==> config.mk <==
export PLATFORM = sky130hd
export DESIGN_NAME = lsm_addr_gen
export DESIGN_NICKNAME = d
export VERILOG_FILES = /design/src/rtl/lsm_pkg.sv /design/src/rtl/lsm_prio_enc.sv /design/src/rtl/lsm_addr_gen.sv
export SDC_FILE = /design/constraint.sdc
export NUM_CORES = 1
export LEC_CHECK = 0
export CORE_ASPECT_RATIO = 0.9
export CORE_MARGIN = 2
export CORE_UTILIZATION = 55
export DETAILED_ROUTE_END_ITERATION = 7
export DONT_BUFFER_PORTS = 1
export PLACE_DENSITY_LB_ADDON = 0.05
export SLEW_MARGIN = 20
export SYNTH_ARGS = -nofsm -noshare
export SYNTH_HDL_FRONTEND = slang
export SYNTH_SLANG_ARGS = --single-unit
==> constraint.sdc <==
create_clock -name CLK -period 8.4 [get_ports CLK]
set_clock_uncertainty 0.15 [all_clocks]
set_input_delay 1.68 -clock CLK [delete_from_list [all_inputs] [get_ports CLK]]
set_output_delay 1.68 -clock CLK [all_outputs]
set_load 0.005 [all_outputs]
==> src/rtl/lsm_pkg.sv <==
// Shared types for the load/store-multiple address generator: FSM states,
// addressing-mode encodings and the default per-register address step.
package lsm_pkg;
  localparam int LSM_WORD_BYTES = 4;

  typedef enum logic [1:0] {
    ST_IDLE = 2'd0,
    ST_CALC = 2'd1,
    ST_XFER = 2'd2,
    ST_DONE = 2'd3
  } lsm_state_t;

  // Encoded as {P,U} straight from IR[24:23]
  typedef enum logic [1:0] {
    MODE_DA = 2'b00,
    MODE_IA = 2'b01,
    MODE_DB = 2'b10,
    MODE_IB = 2'b11
  } lsm_mode_t;
endpackage

==> src/rtl/lsm_prio_enc.sv <==
// Lowest-set-bit priority encoder over a 16-entry register list.
// Also used by the LSM manager to pick the next register.
module lsm_prio_enc (
  input  logic [15:0] vec,
  output logic [3:0]  idx,
  output logic        any
);
  // Scan downwards so the lowest set bit is the last one written
  always_comb begin
    idx = '0;
    for (int i = 15; i >= 0; i--)
      if (vec[i]) idx = 4'(i);
  end

  assign any = |vec;
endmodule

==> src/rtl/lsm_addr_gen.sv <==
// LDM/STM address and register sequencer: one (address, register) pair per
// transfer plus base writeback. Optional LSM_ALIGN_CHECK_EN faults on a misaligned base.
module lsm_addr_gen
  import lsm_pkg::*;
#(
  parameter int ADDR_W     = 32,
  parameter int WORD_BYTES = LSM_WORD_BYTES,
  parameter int NREGS      = 16
) (
  input  logic              CLK,
  input  logic              RESET_N,
  input  logic              START,
  input  logic [ADDR_W-1:0] BASE,
  input  logic [NREGS-1:0]  REG_LIST,
  input  logic              P,
  input  logic              U,
  input  logic              MOC,
  output logic [ADDR_W-1:0] MAR_ADDR,
  output logic [3:0]        REG_ADDR,
  output logic              XFER_VALID,
  output logic              BUSY,
  output logic              DONE,
  output logic [ADDR_W-1:0] WB_VALUE,
  output logic              ALIGN_FAULT
);
  localparam int CNT_W = $clog2(NREGS + 1);

  lsm_state_t        state;
  lsm_mode_t         mode_q;
  logic [NREGS-1:0]  list_q, list_nxt, enc_in;
  logic [ADDR_W-1:0] base_q, addr_q, wb_q, base_in;
  logic [ADDR_W-1:0] span, step, s_addr, w_addr;
  logic [CNT_W-1:0]  cnt;
  logic [3:0]        enc_idx;
  logic              enc_any, misalign;

  // Drop the lowest set bit: the list as it will be after this transfer
  assign list_nxt = list_q & (list_q - 1'b1);
  assign enc_in   = (state == ST_CALC) ? list_q : list_nxt;

  lsm_prio_enc u_prio (
    .vec (enc_in),
    .idx (enc_idx),
    .any (enc_any)
  );

  always_comb begin
    cnt = '0;
    for (int i = 0; i < NREGS; i++)
      cnt = cnt + CNT_W'(list_q[i]);
  end

  assign step = ADDR_W'(WORD_BYTES);
  assign span = ADDR_W'(cnt) * step;

  always_comb begin
    s_addr = base_q;
    w_addr = base_q + span;
    case (mode_q)
      MODE_IA: begin s_addr = base_q;               w_addr = base_q + span; end
      MODE_IB: begin s_addr = base_q + step;        w_addr = base_q + span; end
      MODE_DA: begin s_addr = base_q - span + step; w_addr = base_q - span; end
      MODE_DB: begin s_addr = base_q - span;        w_addr = base_q - span; end
      default: ;
    endcase
  end

`ifdef LSM_ALIGN_CHECK_EN
  assign base_in  = BASE;
  assign misalign = |base_q[1:0];

  always_ff @(posedge CLK or negedge RESET_N) begin
    if (!RESET_N) ALIGN_FAULT <= 1'b0;
    else          ALIGN_FAULT <= (state == ST_CALC) && misalign;
  end
`else
  // Without the check, a misaligned base is silently rounded down
  assign base_in     = {BASE[ADDR_W-1:2], 2'b00};
  assign misalign    = 1'b0;
  assign ALIGN_FAULT = 1'b0;
`endif

  always_ff @(posedge CLK or negedge RESET_N) begin
    if (!RESET_N) begin
      state      <= ST_IDLE;
      mode_q     <= MODE_DA;
      list_q     <= '0;
      base_q     <= '0;
      addr_q     <= '0;
      wb_q       <= '0;
      MAR_ADDR   <= '0;
      REG_ADDR   <= '0;
      XFER_VALID <= 1'b0;
      BUSY       <= 1'b0;
      DONE       <= 1'b0;
      WB_VALUE   <= '0;
    end else begin
      DONE <= 1'b0;
      case (state)
        ST_IDLE: if (START) begin
          base_q <= base_in;
          list_q <= REG_LIST;
          mode_q <= lsm_mode_t'({P, U});
          BUSY   <= 1'b1;
          state  <= ST_CALC;
        end
        ST_CALC: begin
          if (misalign) begin
            BUSY  <= 1'b0;
            state <= ST_IDLE;
          end else if (!enc_any) begin
            DONE     <= 1'b1;
            WB_VALUE <= w_addr;
            state    <= ST_DONE;
          end else begin
            addr_q     <= s_addr;
            wb_q       <= w_addr;
            MAR_ADDR   <= s_addr;
            REG_ADDR   <= enc_idx;
            XFER_VALID <= 1'b1;
            state      <= ST_XFER;
          end
        end
        ST_XFER: if (MOC) begin
          list_q   <= list_nxt;
          addr_q   <= addr_q + step;
          MAR_ADDR <= addr_q + step;
          if (enc_any) begin
            REG_ADDR <= enc_idx;
          end else begin
            XFER_VALID <= 1'b0;
            DONE       <= 1'b1;
            WB_VALUE   <= wb_q;
            state      <= ST_DONE;
          end
        end
        ST_DONE: begin
          BUSY  <= 1'b0;
          state <= ST_IDLE;
        end
        default: state <= ST_IDLE;
      endcase
    end
  end
endmodule

==> summary.txt, run 1 <==
TritonCTS clock tree - done
TritonCTS Buffers - 17
number of H-tree levels - 4
ys async rst share - 100%
depth of the worst hold-timing path - 2
GPL Wtd Cong - 0.974
Tmin final - 7.51 ns
outcome - finished clean
RSZ-0062 raised after global routing - no
Yosys reg bits - 147
io pins - 126
Max-Cap Viols - 0
num rows - 49
post-synthesis sequential area ratio - 32.5%
main flop type after synthesis - dfrtp_1
first-pass GRT wire length - 52,900 um
clock latency on the worst-skew pair - 0.45 ns
Residual DRC - 0
vias in the first global route - 9,067
Non-Filler Instances - 1,565
Die ar. - 21,700 um2
Initial Util - 56.3%
hold crit path type - reg -> reg
Post-CTS Resized - 0
Mean Syn Cell Area - 8.34 um2
post-synthesis cell count - 1,357
Worst Path Required - 8.58 ns
Post-CTS Setup Inserts - 0
Synth Cell Area - 11,300 um2
area of the multi-input gates - 7060 um2
detailed-route wire length - 33,600 um
Clk pin slew, worst setup/hold paths - 0.07 ns
dpl cells - 1,533
Via density - 6.50
DPL Wire Length - 24,400 um
Final Cycle Share - 89.4%
Clock Path Buffers - 2
Final #Nets - 1,389
reg2reg path depth - 20
Final Max Slew Viols - 0
Max-slew headroom - 28.7%
number of DRC markers in iteration 0 - 1,164
Num Clock Sinks - 147
top-area cell type share of the netlist area - 32.5%
FF+latch area - 3680 um2
Critical Path End Type - flip-flop
Fin Setup TNS - 0 ns
Routed WL per cell - 21.4 um
WS Path Type - reg -> reg
antenna violations before repair - 0
vias post-DR - 10,200
CP startpoint kind - flip-flop
Total GRT Usage - 31.1%
Core Region - 20,100 um2
gr ovfl total - 0
drt pass-1 iters - 5
hold_buf cts - 0
IO buf count - 0
# diodes - 0
Fin. Hold Viols - 0
Synth area leader - dfrtp_1
Finish-stage setup viols - 0
layout cells sized above 1 - 10.8%
Critical Path Fanout Max - 18
synthesis warning total - 0
crit path DAT - 7.69 ns
Worst-Margin Slew - 1.07 ns
pin count of the biggest net entering global routing - 148
antenna viol nets, final - 0
ranking of synthesized cells by area - dfrtp_1, mux2_2, nand2_1
chip width - 155 um
post-synth cell types - 87
P&R area growth vs syn - 5.48%
root buffer cell - clkbuf_16
fill count - 1,866
Max Freq - 133 MHz
Post-synth EDFFs - 0
Chip Height - 140 um
==> cell families (layout without fill, tap and decap cells) <==
logic type                 count (synthesis)  count (layout)  share of synthesized area (%)
AOI/OAI and AO/OA                        363             363                           20.6
other                                      1               5                         0.0331
and+or+nand+nor                          496             496                           22.0
buffers and inverters                    150              99                           5.61
xor gates and xnor gates                  74              74                           5.73
adders and majority gates                 38              38                           5.00
muxes                                     88              88                           8.48
DFF                                      147             147                           32.5
==> placed cells by master (no fill, tap or decap), types with 22 or more instances in the layout <==
cell / instances
a21oi_1: 74
and3_1: 22
dfrtp_1: 147
ha_1: 25
inv_1: 50
mux2_2: 58
mux2i_1: 25
nand2_1: 149
nand3_1: 58
nor2_1: 100
nor3_1: 39
o21ai_0: 106
xnor2_1: 50
xor2_1: 24
==> state kept, by name (all words and copies together) (netlist names) <==
name / count
list_q: 16
DONE: 1
REG_ADDR: 4
base_q: 30
state: 2
addr_q: 30
wb_q: 30
WB_VALUE: 30
mode_q: 2
BUSY: 1
XFER_VALID: 1
==> path summary, 6_finish.rpt <==
kind / from / endpoint / slack [ns]
setup / recovery: list_q[3] / addr_q[26] / 0.89
max in group asynchronous: RESET_N / list_q[12] / 7.15
hold reg to reg: wb_q[14] / wb_q[14] / 0.33
setup reg to reg: list_q[3] / addr_q[26] / 0.89
hold / removal: wb_q[14] / wb_q[14] / 0.33
min in group asynchronous: RESET_N / WB_VALUE[24] / 0.78
==> cells in the mapped netlist, types with 7 or more instances <==
master    number
ha_1          26
fa_1          12
mux2i_1       25
buf_2         12
a221o_1        7
nand4_1       15
o22ai_1       14
xor2_1        24
dfrtp_1      147
mux2_2        58
nor2b_1        9
nand3_1       58
nand2_1      149
or3_1         13
a21oi_1       75
inv_1         50
a221oi_1       7
nor3_1        39
and2_1        11
nor2_1       102
or2_2         10
a31oi_1       21
o21ai_1       21
o21ai_0      106
a21o_1        18
nand2b_1       9
nor4_1        16
xnor2_1       50
or4_1          8
a211oi_1      11
o31ai_1       10
clkbuf_1      72
and3_1        22
==> stage by stage <==
step	worst slack, ns	hold slack, ns	area [um2]	utilization [%]
3_5_place_dp	1.02	0.321	11400	56.5
4_1_cts	0.982	0.335	11900	59.4
2_1_floorplan	1.74	0.300	11300	-
5_1_grt	0.523	0.362	11900	59.4
3_3_place_gp	1.05	0.312	11400	56.5
6_report	0.887	0.333	11900	59.4
==> layout make-up <==
cell class	count	area share, %
clock buffer	18	3.68
clock inverter	14	1.15
inverter	51	1.60
multi-input combinational	1064	59.1
sequential	147	30.8
tap	255	2.67
timing repair buffer	16	1.01
==> worst max-delay path, cell delays in order (launching register included) <==
cell and delay [ns]:
dfrtp_1 0.50, inv_1 0.20, fa_1 0.59, fa_1 0.46
fa_1 0.48, fa_1 0.49, inv_1 0.04, ha_1 0.21
fa_1 0.41, a21o_1 0.18, and2_1 0.16, ha_1 0.43
nor2_1 0.18, o311a_1 0.72, nor4_1 0.18, xnor2_1 0.24
a2111oi_4 0.69, nand2_1 0.17, nor3b_1 0.27, mux2_1 0.35
o311a_1 0.28
==> layer usage <==
metal | vias to the layer above | global-route usage [%] | part of all wire (%)
met5 | - | 0 | 0
met1 | 4815 | 50.5 | 49
met2 | 527 | 39.9 | 38
li1 | 4796 | - | -
met4 | 0 | 5.75 | 1.1
met3 | 40 | 9.93 | 12
Power of run 1 is not shown: default switching activity piles up to over one toggle a cycle in this logic, so the estimate is an artifact.
==> inputs of run 2 (changes only) <==
--- a/config.mk
+++ b/config.mk
@@ -5,6 +5,7 @@
 export SDC_FILE = /design/constraint.sdc
 export NUM_CORES = 1
 export LEC_CHECK = 0
+export ABC_AREA = 1
 export CORE_ASPECT_RATIO = 0.9
 export CORE_MARGIN = 2
 export CORE_UTILIZATION = 55
==> constraint.sdc (replaced) <==
create_clock -name CLK -period 8.4 [get_ports CLK]
set_clock_uncertainty 0.15 [all_clocks]
set_input_delay 2.1 -clock CLK [delete_from_list [all_inputs] [get_ports CLK]]
set_output_delay 2.1 -clock CLK [all_outputs]
set_load 0.005 [all_outputs]
==> run 2 against run 1 <==
Synthesized cell count increased by 39%. Clock-buffer cell count unchanged. Register-to-register slack improved by 1.0 ns. Setup slack improved by 1.0 ns. Sequential share of layout area fell by 1.8 points. First-iteration DRC count shrank 4.8%. Non-clock buffer count shrank 9. Hold slack worse by 0.0020 ns. Routed wire length up 11%. Highest routed layer is now met5.
==> summary.txt, run 2 <==
outcome - finished clean
hold_buf cts - 0
top cells by count, synth - nand2_1, inv_1, nor2_1
Max Freq - 154 MHz
Die ar. - 23,200 um2
ys async rst share - 100%
drt pass-1 iters - 6
Num Clock Sinks - 147
Max-Cap Viols - 0
Fin Setup TNS - 0 ns
post-synthesis sequential area ratio - 30.5%
Post-CTS Resized - 0
Critical Path Fanout Max - 10
CP max stage delay - 0.59 ns
Synth area leader - dfrtp_1
vias in the first global route - 11,100
antenna viol nets, final - 0
vias post-DR - 12,300
met3 WL - 2750 um
Final #Nets - 1,926
GPL Wtd Cong - 0.962
Finish-stage setup viols - 0
worst hold endpoint - wb_q[9]
Tmin final - 6.47 ns
detailed-route wire length - 37,300 um
main flop type after synthesis - dfrtp_1
antenna violations before repair - 1
Critical Path End Type - flip-flop
Worst Path Required - 8.61 ns
P&R area growth vs syn - 4.93%
Yosys reg bits - 147
Final Cycle Share - 77.1%
Metal-1 WL - 16,400 um
CP startpoint kind - flip-flop
Crit-path slowest cell - fa_1
Fin. Hold Viols - 0
TritonCTS Buffers - 17
Worst-Margin Slew - 1.05 ns
Core Region - 21,600 um2
crit path DAT - 6.69 ns
number of H-tree levels - 4
fill count - 2,190
pin count of the biggest net entering global routing - 148
Initial Util - 56.0%
Final Max Slew Viols - 0
Synth Cell Area - 12,100 um2
layout cells sized above 1 - 6.50%
WS Path Type - reg -> reg
root buffer cell - clkbuf_16
clock latency on the worst-skew pair - 0.44 ns
ranking of synthesized cells by area - dfrtp_1, nand2_1, nand3_1
Routed WL per cell - 17.4 um
hold crit path type - reg -> reg
gr ovfl total - 0
reg2reg path depth - 29
IO buf count - 0
most common cell in the netlist - nand2_1
end of the worst register-to-register path - addr_q[28]
number of DRC markers in iteration 0 - 1,108
top-area cell type share of the netlist area - 30.5%
Mean Syn Cell Area - 6.40 um2
Total GRT Usage - 32.4%
Max-slew headroom - 30.0%
post-synth cell types - 54
Residual DRC - 0
most common cell after layout, fill and taps aside - nand2_1
Fin Hold WS - 0.331 ns
depth of the worst hold-timing path - 2
crit path from - list_q[0]
Post-synth EDFFs - 0
met2 wire length - 17,300 um
Via density - 5.74
first-pass GRT wire length - 59,100 um
TritonCTS clock tree - done
RSZ-0062 raised after global routing - no
io pins - 126
Clk pin slew, worst setup/hold paths - 0.07 ns
Clock Path Buffers - 2
Highest Signal Layer - met5
Crit path top cell by count - nand2_1
post-synthesis cell count - 1,886
DPL Wire Length - 27,400 um
r2r setup slk - 1.93 ns
chip width - 160 um
num rows - 51
synthesis warning total - 0
FF-to-FF Start - list_q[0]
Chip Height - 145 um
Hold Crit Start - wb_q[9]
commonest cells after routing, fill and taps aside - nand2_1, inv_1, nor2_1
# diodes - 0
Post-CTS Setup Inserts - 0
-- run 2: logic make-up (layout without fill, tap and decap cells) --
logic type | count (synthesis) | count (layout) | share of synthesized area [%]
compound gates | 324 | 324 | 14.8
xor+xnor | 25 | 25 | 1.81
fa+ha+maj | 38 | 38 | 4.68
buf+inv | 283 | 240 | 9.68
flops | 147 | 147 | 30.5
mux | 1 | 1 | 0.0829
other cells | 1 | 5 | 0.0311
simple gates | 1067 | 1067 | 38.4
-- run 2: metrics by stage --
step	util [%]	instance area (um2)	instances	worst slack [ns]
after floorplan	-	12100	1890	2.77
after global placement	56.1	12100	2106	2.09
after detailed placement	56.1	12100	2106	2.02
after CTS	58.7	12700	2138	1.99
after global routing	58.7	12700	2138	1.47
final	58.7	12700	2138	1.93
-- run 2: worst max path at each step --
stage	to	slack, ns	depth (start not counted)
floorplan	addr_q[30]	2.77	26
global placement	addr_q[20]	2.09	28
detailed placement	addr_q[20]	2.02	28
CTS	addr_q[20]	1.99	28
global route	addr_q[28]	1.47	29
finish	addr_q[28]	1.93	29
-- run 2: per-layer routing --
layer / vias up / global-route usage (%)
met5: - / 0
met4: 2 / 8.77
met3: 52 / 5.85
met2: 494 / 53.8
met1: 5696 / 43.8
li1: 6034 / -
-- run 2: final cells by class --
class                   count  area [um2]  area share, %
inverters                 201         762           6.01
flip-flops and latches    147        3680           29.0
clock buffers              18         429           3.39
clock inverters            14         139           1.10
multi-input cells        1460        7240           57.2
repair buffers              7        52.6          0.415
well taps                 291         364           2.87
-- run 2: worst max-delay path, delay by kind of cell, from the launching register on --
family | cells | cell delay, ns
flip-flops | 1 | 0.41
AND/OR/NAND/NOR | 17 | 2.13
adder cells (fa/ha/maj) | 7 | 3.15
AO/OA/AOI/OAI | 2 | 0.24
buffers and inverters | 3 | 0.29
Power of run 2 is left out for the same reason.
==> inputs of run 3 (changes only) <==
==> constraint.sdc (replaced) <==
create_clock -name CLK -period 6.2 [get_ports CLK]
set_clock_uncertainty 0.15 [all_clocks]
set_input_delay 1.55 -clock CLK [delete_from_list [all_inputs] [get_ports CLK]]
set_output_delay 1.55 -clock CLK [all_outputs]
set_load 0.005 [all_outputs]
==> run 3 against run 2 <==
The flow now finishes with violations (design-rule violations). Maximum frequency is 7.8% higher. Clock-buffer cell count did not move. Critical path depth shrank 3. Die area did not move. Design area rose by 4.6%. Global-route usage increased by 0.27 points. Core utilization is 2.7 points higher. Flip-flop and latch count stayed put. Setup slack lost 1.7 ns. Cell count up 1.5%.
==> summary.txt, run 3 (synthesis results as in run 2) <==
antenna violations before repair - 0
Max-Cap Viols - 0
gr ovfl total - 0
vias in the first global route - 11,200
pin count of the biggest net entering global routing - 148
io pins - 126
TritonCTS Buffers - 17
r2r setup slk - 0.19 ns
vias post-DR - 12,600
Initial Util - 56.0%
Total GRT Usage - 32.6%
fill count - 2,150
P&R area growth vs syn - 9.78%
GPL Wtd Cong - 0.956
number of DRC markers in iteration 0 - 1,393
DPL Wire Length - 27,400 um
Clk pin slew, worst setup/hold paths - 0.07 ns
Fin. Hold Viols - 0
drt pass-1 iters - 8
CP startpoint kind - flip-flop
failing checks - design-rule violations
Num Clock Sinks - 147
layout cells sized above 1 - 10.8%
Final Cycle Share - 96.9%
Max Freq - 166 MHz
antenna viol nets, final - 0
Routed WL per cell - 17.6 um
Clock Path Buffers - 2
Max-slew headroom - 26.1%
Place WS - 0.00176 ns
Core Region - 21,600 um2
outcome - finished with violations
Residual DRC - 14
number of H-tree levels - 4
TritonCTS clock tree - done
most common cell after layout, fill and taps aside - nand2_1
num rows - 51
Critical Path End Type - flip-flop
clock latency on the worst-skew pair - 0.44 ns
IO buf count - 0
Worst-Margin Slew - 1.11 ns
Critical Path Fanout Max - 5
WS Path Type - reg -> reg
Chip Height - 145 um
Final Max Slew Viols - 0
first-pass GRT wire length - 59,800 um
chip width - 160 um
detailed-route wire length - 38,100 um
commonest cells after routing, fill and taps aside - nand2_1, inv_1, nor2_1
Tmin final - 6.01 ns
Die ar. - 23,200 um2
Via density - 5.81
# diodes - 0
crit path DAT - 6.23 ns
hold crit path type - reg -> reg
Worst Path Required - 6.42 ns
Finish-stage setup viols - 0
fin worst setup slack - 0.192 ns
root buffer cell - clkbuf_16
Final #Nets - 1,959
## run 3: cell type report
cell class	count	area, um2	area share [%]
tap	291	364	2.75
clock inverter	14	161	1.22
multi-input combinational	1461	7540	56.9
sequential	147	3680	27.8
timing repair buffer	39	305	2.30
clock buffer	18	439	3.31
inverter	201	762	5.75
## run 3: worst paths after layout
check                      cells after the start      endpoint       from
setup reg to reg                              26    addr_q[26]  list_q[3]
min in group asynchronous                      0  WB_VALUE[27]    RESET_N
max in group asynchronous                      0     list_q[9]    RESET_N
hold / removal                                 2       wb_q[4]    wb_q[4]
setup / recovery                              26    addr_q[26]  list_q[3]
hold reg to reg                                2       wb_q[4]    wb_q[4]
## run 3: layer usage
layer | share of wire (%) | up-vias | GRT usage (%)
li1 | - | 6104 | -
met1 | 44 | 5904 | 45.2
met2 | 46 | 541 | 53.0
met3 | 7.6 | 73 | 5.02
met4 | 2.5 | 0 | 10.2
met5 | 0 | - | 0
## run 3: worst max-delay path, stage by stage, from the launching register on
cell      delay (ns)
dfrtp_1         0.39
inv_1           0.09
fa_1            0.54
fa_1            0.44
fa_1            0.48
fa_1            0.49
inv_1           0.04
ha_2            0.18
fa_2            0.56
inv_1           0.08
fa_2            0.54
nand2_1         0.06
o21ai_2         0.09
ha_2            0.19
a21boi_2        0.19
nand3_2         0.12
nor2_4          0.18
nand3_4         0.12
nor2_4          0.18
nand3_4         0.12
nor2_4          0.18
nand2_1         0.07
nand2_1         0.06
nand3_1         0.06
nand2_1         0.10
nand2_1         0.09
a21oi_1         0.13
## run 3: stage by stage
step / cells / area [um2] / TNS, ns / utilization [%] / hold WS, ns
after global placement: 2127 / 12300 / 0 / 56.8 / 0.311
after global routing: 2171 / 13300 / -0.176 / 61.5 / 0.348
final: 2171 / 13300 / 0 / 61.5 / 0.334
after floorplan: 1890 / 12100 / 0 / - / 0.298
after CTS: 2159 / 12900 / -0.00276 / 59.6 / 0.333
after detailed placement: 2127 / 12300 / 0 / 56.8 / 0.315
## run 3: what timing repair did
action / CTS / global route
pin swaps: 0 / 18
hold buffers: 0 / 0
setup buffers: 0 / 11
gates cloned: 0 / 1
gates resized for setup: 1 / 72
endpoints found under the setup margin: 1 / 34
Power of run 3 is left out for the same reason.
